File: config.mk
export PLATFORM = sky130hd
export DESIGN_NAME = mem_arbiter
export DESIGN_NICKNAME = d
export VERILOG_FILES = /design/src/rtl/nic8_pkg.sv /design/src/rtl/sat_counter.sv /design/src/rtl/mem_arbiter.sv
export SDC_FILE = /design/constraint.sdc
export NUM_CORES = 1
export LEC_CHECK = 0
export ABC_CLOCK_PERIOD_IN_PS = 2150
export CAP_MARGIN = 20
export CORE_MARGIN = 2
export CORE_UTILIZATION = 25
export DETAILED_ROUTE_END_ITERATION = 10
export GPL_ROUTABILITY_DRIVEN = 0
export PLACE_DENSITY = 0.66
export SLEW_MARGIN = 10
export SYNTH_ARGS = -nofsm -noshare
export SYNTH_HDL_FRONTEND = slang
export SYNTH_SLANG_ARGS = --single-unit
File: constraint.sdc
create_clock -name clk -period 2.15 [get_ports clk]
set_input_delay 0.3225 -clock clk [delete_from_list [all_inputs] [get_ports clk]]
set_output_delay 0.3225 -clock clk [all_outputs]
set_load 0.02 [all_outputs]
File: src/rtl/nic8_pkg.sv
// nic8_pkg: shared nic8 types and default widths
//   owner_t      : which requester currently owns the RAM port
//   NIC8_ADDR_W  : default address width (RAM depth 2^NIC8_ADDR_W)
//   NIC8_DATA_W  : default data width
package nic8_pkg;

    typedef enum logic {
        OWN_CPU = 1'b0,
        OWN_DMA = 1'b1
    } owner_t;

    localparam int NIC8_ADDR_W = 8;
    localparam int NIC8_DATA_W = 8;

endpackage

File: src/rtl/sat_counter.sv
// sat_counter: up-counter that sticks at its all-ones value
//   clk, reset : clock and synchronous active-high clear
//   inc        : count one at this posedge
//   count      : current value, saturates at 2^WIDTH-1
module sat_counter #(
    parameter int WIDTH = 16
) (
    input  logic             clk,
    input  logic             reset,
    input  logic             inc,
    output logic [WIDTH-1:0] count
);

    logic [WIDTH-1:0] count_q;

    always_ff @(posedge clk) begin
        if (reset)
            count_q <= '0;
        else if (inc && count_q != '1)
            count_q <= count_q + 1'b1;
    end

    assign count = count_q;

endmodule

File: src/rtl/mem_arbiter.sv
// mem_arbiter: shares one RAM port between the nic8 CPU and a DMA requester
//   cpu_*        : CPU memory port; cpu_stall freezes the CPU for the cycle
//   dma_*        : DMA request/grant port with registered read data
//   mem_*        : single RAM port (combinational read, write at posedge)
//   stall_cycles : saturating count of cycles the CPU was stalled
module mem_arbiter
    import nic8_pkg::*;
#(
    parameter int ADDR_W    = NIC8_ADDR_W,
    parameter int DATA_W    = NIC8_DATA_W,
    parameter int MAX_BURST = 4,
    parameter int CNT_W     = 16
) (
    input  logic              clk,
    input  logic              reset,
    input  logic [ADDR_W-1:0] cpu_addr,
    input  logic [DATA_W-1:0] cpu_wdata,
    input  logic              cpu_we,
    input  logic              cpu_halt,
    output logic [DATA_W-1:0] cpu_rdata,
    output logic              cpu_stall,
    input  logic              dma_req,
    input  logic [ADDR_W-1:0] dma_addr,
    input  logic [DATA_W-1:0] dma_wdata,
    input  logic              dma_we,
    output logic              dma_gnt,
    output logic [DATA_W-1:0] dma_rdata,
    output logic              dma_rvalid,
    output logic [ADDR_W-1:0] mem_addr,
    output logic [DATA_W-1:0] mem_wdata,
    output logic              mem_we,
    input  logic [DATA_W-1:0] mem_rdata,
    output logic [CNT_W-1:0]  stall_cycles
);

    localparam int BURST_W = $clog2(MAX_BURST + 1);

    owner_t              owner_q;
    logic [BURST_W-1:0]  burst_q;
    logic [DATA_W-1:0]   dma_rdata_q;
    logic                dma_rvalid_q;
    logic                dma_sel;
    logic                last_beat;
    logic                burst_full;

    // DMA drives the port only while it owns it and is still requesting;
    // a dropped request hands the cycle straight back to the CPU.
    assign dma_sel    = owner_q == OWN_DMA && dma_req && !reset;
    // Under halt the burst keeps counting but is held at MAX_BURST so the
    // cap takes effect on the first grant after halt is released.
    assign last_beat  = int'(burst_q) + 1 >= MAX_BURST;
    assign burst_full = int'(burst_q) >= MAX_BURST;

    assign mem_addr     = dma_sel ? dma_addr : cpu_addr;
    assign mem_wdata    = dma_sel ? dma_wdata : cpu_wdata;
    assign mem_we       = reset ? 1'b0 : dma_sel ? dma_we : cpu_we && !cpu_halt;
    assign cpu_stall    = reset || dma_sel || cpu_halt;
    assign dma_gnt      = dma_sel;
    assign cpu_rdata    = mem_rdata;
    assign dma_rdata    = dma_rdata_q;
    assign dma_rvalid   = dma_rvalid_q;

    always_ff @(posedge clk) begin
        if (reset) begin
            owner_q      <= OWN_CPU;
            burst_q      <= '0;
            dma_rvalid_q <= 1'b0;
            dma_rdata_q  <= '0;
        end else begin
            if (dma_sel) begin
                burst_q <= burst_full ? burst_q : burst_q + 1'b1;
                owner_q <= (last_beat && !cpu_halt) ? OWN_CPU : OWN_DMA;
            end else begin
                burst_q <= '0;
                owner_q <= dma_req ? OWN_DMA : OWN_CPU;
            end
            dma_rvalid_q <= dma_sel && !dma_we;
            if (dma_sel && !dma_we)
                dma_rdata_q <= mem_rdata;
        end
    end

    sat_counter #(
        .WIDTH(CNT_W)
    ) u_stall_cnt (
        .clk  (clk),
        .reset(reset),
        .inc  (cpu_stall && !reset),
        .count(stall_cycles)
    );

endmodule

## Yosys cells after proc, flatten, opt, wreduce, memory -nomap -nowiden

Cells that the tools add are included.
Widths: inputs -> output; s select.

| word-level totals | value |
|---|---|
| register bits after elaboration | 29 |
| output and inout port bits | 52 |
| bits of input ports | 46 |

| cells by class | value |
|---|---|
| magnitude comparators | 2 |
| reductions and logical operators | 13 |
| bitwise gates (word level) | 1 |
| equality and inequality tests | 1 |
| multiplexer cells | 7 |
| add/sub/neg operators | 3 |

Operators by type and width:

| cell | count |
|---|---|
| $add 16x1->16 const B | 1 |
| $mux 8 | 2 |
| $ne 16x16->1 const B | 1 |
| $logic_and 1x1->1 | 7 |
| $mux 1 | 5 |
| $add 3x1->4 const B | 1 |
| $ge 4x3->1 const B | 1 |
| $add 3x1->3 const B | 1 |
| $ge 3x3->1 const B | 1 |
| $logic_not 1->1 | 3 |
| $logic_or 1x1->1 | 2 |
| $reduce_or 2->1 | 1 |
| $not 1->1 | 1 |

## Logic depth before layout (Yosys ltp)

| depth | value |
|---|---|
| depth in word-level cells | 6 |
| mapped depth | 6 |
| mapped depth without buffers | 5 |

## Cells and area by module

Synthesis repeated with hierarchy kept, for this count alone.

| second synthesis, totals | value |
|---|---|
| cells, all modules | 186 |
| area, all modules | 1705.4 um^2 |

By module, submodules not included:

| module | cells each | area an instance (um^2) | instances | sequential area each (um^2) |
|---|---|---|---|---|
| mem_arbiter | 87 | 857.1 | 1 | 260.2 |
| sat_counter | 99 | 848.3 | 1 | 320.3 |

## Worst setup path before layout

OpenSTA, ideal clock, no wires.

| timing | value |
|---|---|
| path type | flip-flop to flip-flop |
| start | reg u_stall_cnt.count_q[0] (netlist: u_stall_cnt.count[0]) |
| end | reg u_stall_cnt.count_q[10] (netlist: u_stall_cnt.count[10]) |
| required time | 2.080 ns |
| path slack | 0.204 ns |
| library setup time | 0.070 ns |
| cell stages (with the launch flop) | 7 |
| data arrival time | 1.875 ns |
| path buffers | 1 |
| path through | dfxtp_1 -> ha_1 -> nand3_1 -> or3_1 -> buf_2 -> or4_1 -> a21oi_1 |

| on the way | value |
|---|---|
| word-level cells in the longest chain between the ends | 2 |

Ends and longest elaborated chain:

| item | RTL line | RTL |
|---|---|---|
| start: declaration | sat_counter.sv:14 | `logic [WIDTH-1:0] count_q;` |
| start signal: assignment | sat_counter.sv:20 | `count_q <= count_q + 1'b1;` |
| parallel branches: the longest is 2 deep, another holds $add 16x1->16 | - |  |

Several ways; the timed one is not identified.
A chain may end at the register's enable or synchronous reset.

## Worst setup path in the final report

| timing | value |
|---|---|
| start | in reset |
| end | out mem_addr[1] |

| on the way | value |
|---|---|
| word-level cells in the longest chain between the ends | 3 |

Ends and longest elaborated chain:

| item | RTL line | RTL |
|---|---|---|
| start: declaration | mem_arbiter.sv:15 | `input logic reset,` |
| $logic_not 1->1 | mem_arbiter.sv:48 | `assign dma_sel = owner_q == OWN_DMA && dma_req && !reset;` |
| $logic_and 1x1->1 | mem_arbiter.sv:48 |  |
| $mux 8 | mem_arbiter.sv:54 | `assign mem_addr = dma_sel ? dma_addr : cpu_addr;` |
| end: declaration | mem_arbiter.sv:29 | `output logic [ADDR_W-1:0] mem_addr,` |

Every way passes these cells.

==> flow_summary.rst <==
.. list-table::
   :header-rows: 1

   * - Metric
     - Value
   * - Status
     - finished, final reports clean
   * - Pin count of the biggest net entering global routing
     - 18
   * - Worst Reg-to-Reg Cells
     - 4
   * - RSZ-0062 raised after global routing
     - no
   * - Time the final worst path needs with I/O delays and setup
     - 2020 ps
   * - Library cells used by synthesis
     - 41
   * - Max Cap Violations
     - 0
   * - CTS tree
     - built
   * - Number of synthesized flops with an enable pin
     - 0
   * - Net Count, Synth
     - 267
   * - Post-detailed-routing wire length
     - 4720 µm
   * - Post-DR vias/cell
     - 4.75
   * - Global-route wire length before repair
     - 7900 µm
   * - Fraction of the cycle the final worst path needs
     - 94.2%
   * - Final setup violation count
     - 0
   * - Final TNS setup
     - 0 ps
   * - Effective utilization at floorplan
     - 25.4%
   * - Cell with the most instances after synthesis
     - nand2_1
   * - Prevailing post-synth register cell
     - dfxtp_1
   * - Sum of overflow across all layers after global routing
     - 0
   * - Critical path class
     - in2out
   * - Number of CTS-inserted buffers
     - 5
   * - Warning count from the yosys run
     - 0
   * - Number of core rows
     - 29
   * - Via count of the first global-routing pass
     - 1,798
   * - Die extent in y
     - 83.7 µm
   * - Number of violations reported at the end of detailed-routing iteration 0
     - 106
   * - Fraction of the yosys area taken by sequential cells
     - 36.6%
   * - Post-DR wirelength/cell
     - 11.8 µm
   * - FF-to-FF setup slack
     - 250 ps
   * - H-tree depth
     - 2
   * - Number of cells on the worst hold path
     - 2
   * - Max frequency
     - 494 MHz
   * - Ranking of synthesized cells by instance count
     - nand2_1 (76), dfxtp_1 (29), nor2_1 (12)
   * - DRT Pass-1 Iters
     - 4
   * - Die width
     - 83.7 µm
   * - Terminus of the critical flop-to-flop path
     - u_stall_cnt.count[13]
   * - PD cells
     - 477 nW/µm²
   * - Worst EP arrival
     - 1700 ps
   * - Remaining design rule violation count
     - 0
   * - Capturing element type of the critical path
     - output port
   * - Max Transition Viols Final
     - 0
   * - Cell Area, Synth
     - 1590 µm²
   * - Worst min-delay path startpoint
     - dma_rdata[0]
   * - Share of the core filled with cells
     - 44.6%
   * - Die outline area
     - 7000 µm²
   * - Final setup slack of the worst path
     - 125 ps
   * - Average size of a mapped cell
     - 7.28 µm²
   * - Worst slack on hold paths
     - 458 ps
   * - Yosys top cell by area
     - dfxtp_1
   * - Port Buf Inserts
     - 97
   * - Maximum fanout along the worst path
     - 17
   * - CTS max path bufs
     - 2
   * - R2r startpoint
     - u_stall_cnt.count[9]
   * - Share of post-route cells with drive strength above 1
     - 9.26%
   * - Share of flip-flops with an asynchronous set or reset after synthesis
     - 0%
   * - Area share of the leading cell type in the synthesized netlist
     - 36.6%
   * - Startpoint types
     - primary input
   * - Max rail drop VDD
     - 0.295 mV
   * - CTS root buffer
     - clkbuf_8
   * - Worst-path clk slew
     - 60 ps
   * - Worst slew margin relative to its limit
     - 60.2%
   * - WP data required
     - 1830 ps
   * - Clock insertion delay at the later pin of the skew report
     - 280 ps
   * - Mapped Cells
     - 218
   * - Vias after detailed routing
     - 1,906
   * - Least-Margin Pin Slew
     - 592 ps
   * - Terminating pin of the worst hold path
     - dma_rdata[0]
   * - Core area
     - 6240 µm²
   * - Initial antenna violation count
     - 0
   * - Flops & latches, synth
     - 29
   * - Clock Skew
     - 4.55 ps
   * - Post-detailed-route count of antenna-violating nets
     - 0
   * - CTS sink cnt
     - 29
   * - Hold Path Class
     - reg2reg
   * - Post-Place Setup Slack
     - -157 ps
   * - Post-detail-place hpwl
     - 3630 µm
   * - Hold Fails Final Rpt
     - 0
   * - Net count, final
     - 372
   * - I/O pin count
     - 98
   * - Overall Global Routing Usage
     - 13.5%
   * - Top cells by area in the synthesized netlist
     - dfxtp_1 (37%), nand2_1 (18%), buf_4 (3.8%), o21ai_0 (3.2%), nor2_1 (2.8%)
   * - Count of antenna diodes in the layout
     - 0
   * - Leak pwr
     - 1.11 nW
   * - Power, Total
     - 0.00133 W
   * - Layout overhead on the synthesized area
     - 75.3%
-- registers in the layout (all words and copies together), names as in the netlist --
name and cells:
burst_q 3, dma_rdata 8, dma_rvalid 1, owner_q 1, u_stall_cnt.count 16
-- how the worst max path moves through the flow --
stage	start	endpoint	slack [ps]	cells after the start
final	reset	mem_addr[1]	130	7
after global routing	reset	mem_addr[0]	0.5	7
after CTS	dma_req	mem_we	30	6
after detailed placement	reset	mem_addr[0]	-160	7
after global placement	reset	mem_addr[0]	-140	6
after floorplan	u_stall_cnt.count[0]	u_stall_cnt.count[10]	200	6
-- per-layer routing --
layer / global-route usage [%] / vias to the layer above / routed length (µm)
met4: 5.28 / 0 / 91
met3: 2.67 / 8 / 221
met5: 0 / - / 0
met2: 23.3 / 53 / 2340
li1: - / 964 / -
met1: 16.4 / 881 / 2070
-- timing repair --
| item | CTS | global route |
|---|---|---|
| endpoints found under the setup margin | 18 | 13 |
| endpoints found under the hold margin | 0 | 0 |
| gates resized for setup | 18 | 4 |
| setup buffers | 0 | 0 |
| hold buffers | 0 | 0 |
| gates cloned | 0 | 0 |
-- worst max-delay path: stages --
cell	delay [ps]
clkdlybuf4s50_1	450
nand3b_1	240
inv_2	100
buf_12	140
nand2_1	60
nand2_1	50
dlygate4sd2_1	330
-- power breakdown --
part | internal [W] | total (W) | switching [W]
combinational | 0.000151 | 0.000270 | 0.000119
sequential | 0.000547 | 0.000557 | 0.00000945
clock | 0.000289 | 0.000502 | 0.000213
total | 0.000987 | 0.00133 | 0.000341
-- layout make-up --
class | count | area, µm²
fillers | 630 | 3460
repair buffers | 113 | 1090
multi-input cells | 168 | 897
flip-flops and latches | 29 | 581
clock buffers | 7 | 96.3
well taps | 77 | 96.3
inverters | 6 | 22.5
clock inverters | 1 | 5.00
-- cell families after synthesis --
kind of cell | after synthesis | share of synthesized area (%)
and+or+nand+nor | 124 | 35.8
AOI/OAI and AO/OA | 36 | 15.1
DFF | 29 | 36.6
buffers and inverters | 21 | 6.93
muxes | 4 | 2.68
adders and majority gates | 3 | 2.36
xor gates and xnor gates | 1 | 0.552
-- cells in the final DEF (no fill, tap or decap), types with 2 or more instances in the layout --
cell type and count:
o41ai_1 2, o21a_1 2, dfxtp_1 29, nand3_1 3, o311ai_0 2, nor2b_1 2
dlygate4sd2_1 16, a211oi_1 3, mux2i_1 2, nand4_1 7, inv_1 4, nor3_1 6
clkdlybuf4s50_1 78, nand2_1 76, or4_1 5, a21oi_1 7, nand3b_1 2, mux2_2 2
clkbuf_8 7, buf_4 15, ha_1 3, clkdlybuf4s15_1 2, or3_1 3, o21ai_0 10
nor2_1 12, o31ai_1 4
-- metrics by stage --
step / area (µm²) / cells
floorplan: 1590 / 218
global placement: 2700 / 393
detailed placement: 2700 / 393
CTS: 2780 / 401
global route: 2780 / 401
finish: 2780 / 401
No activity file was read; power rests on OpenSTA's default activity.
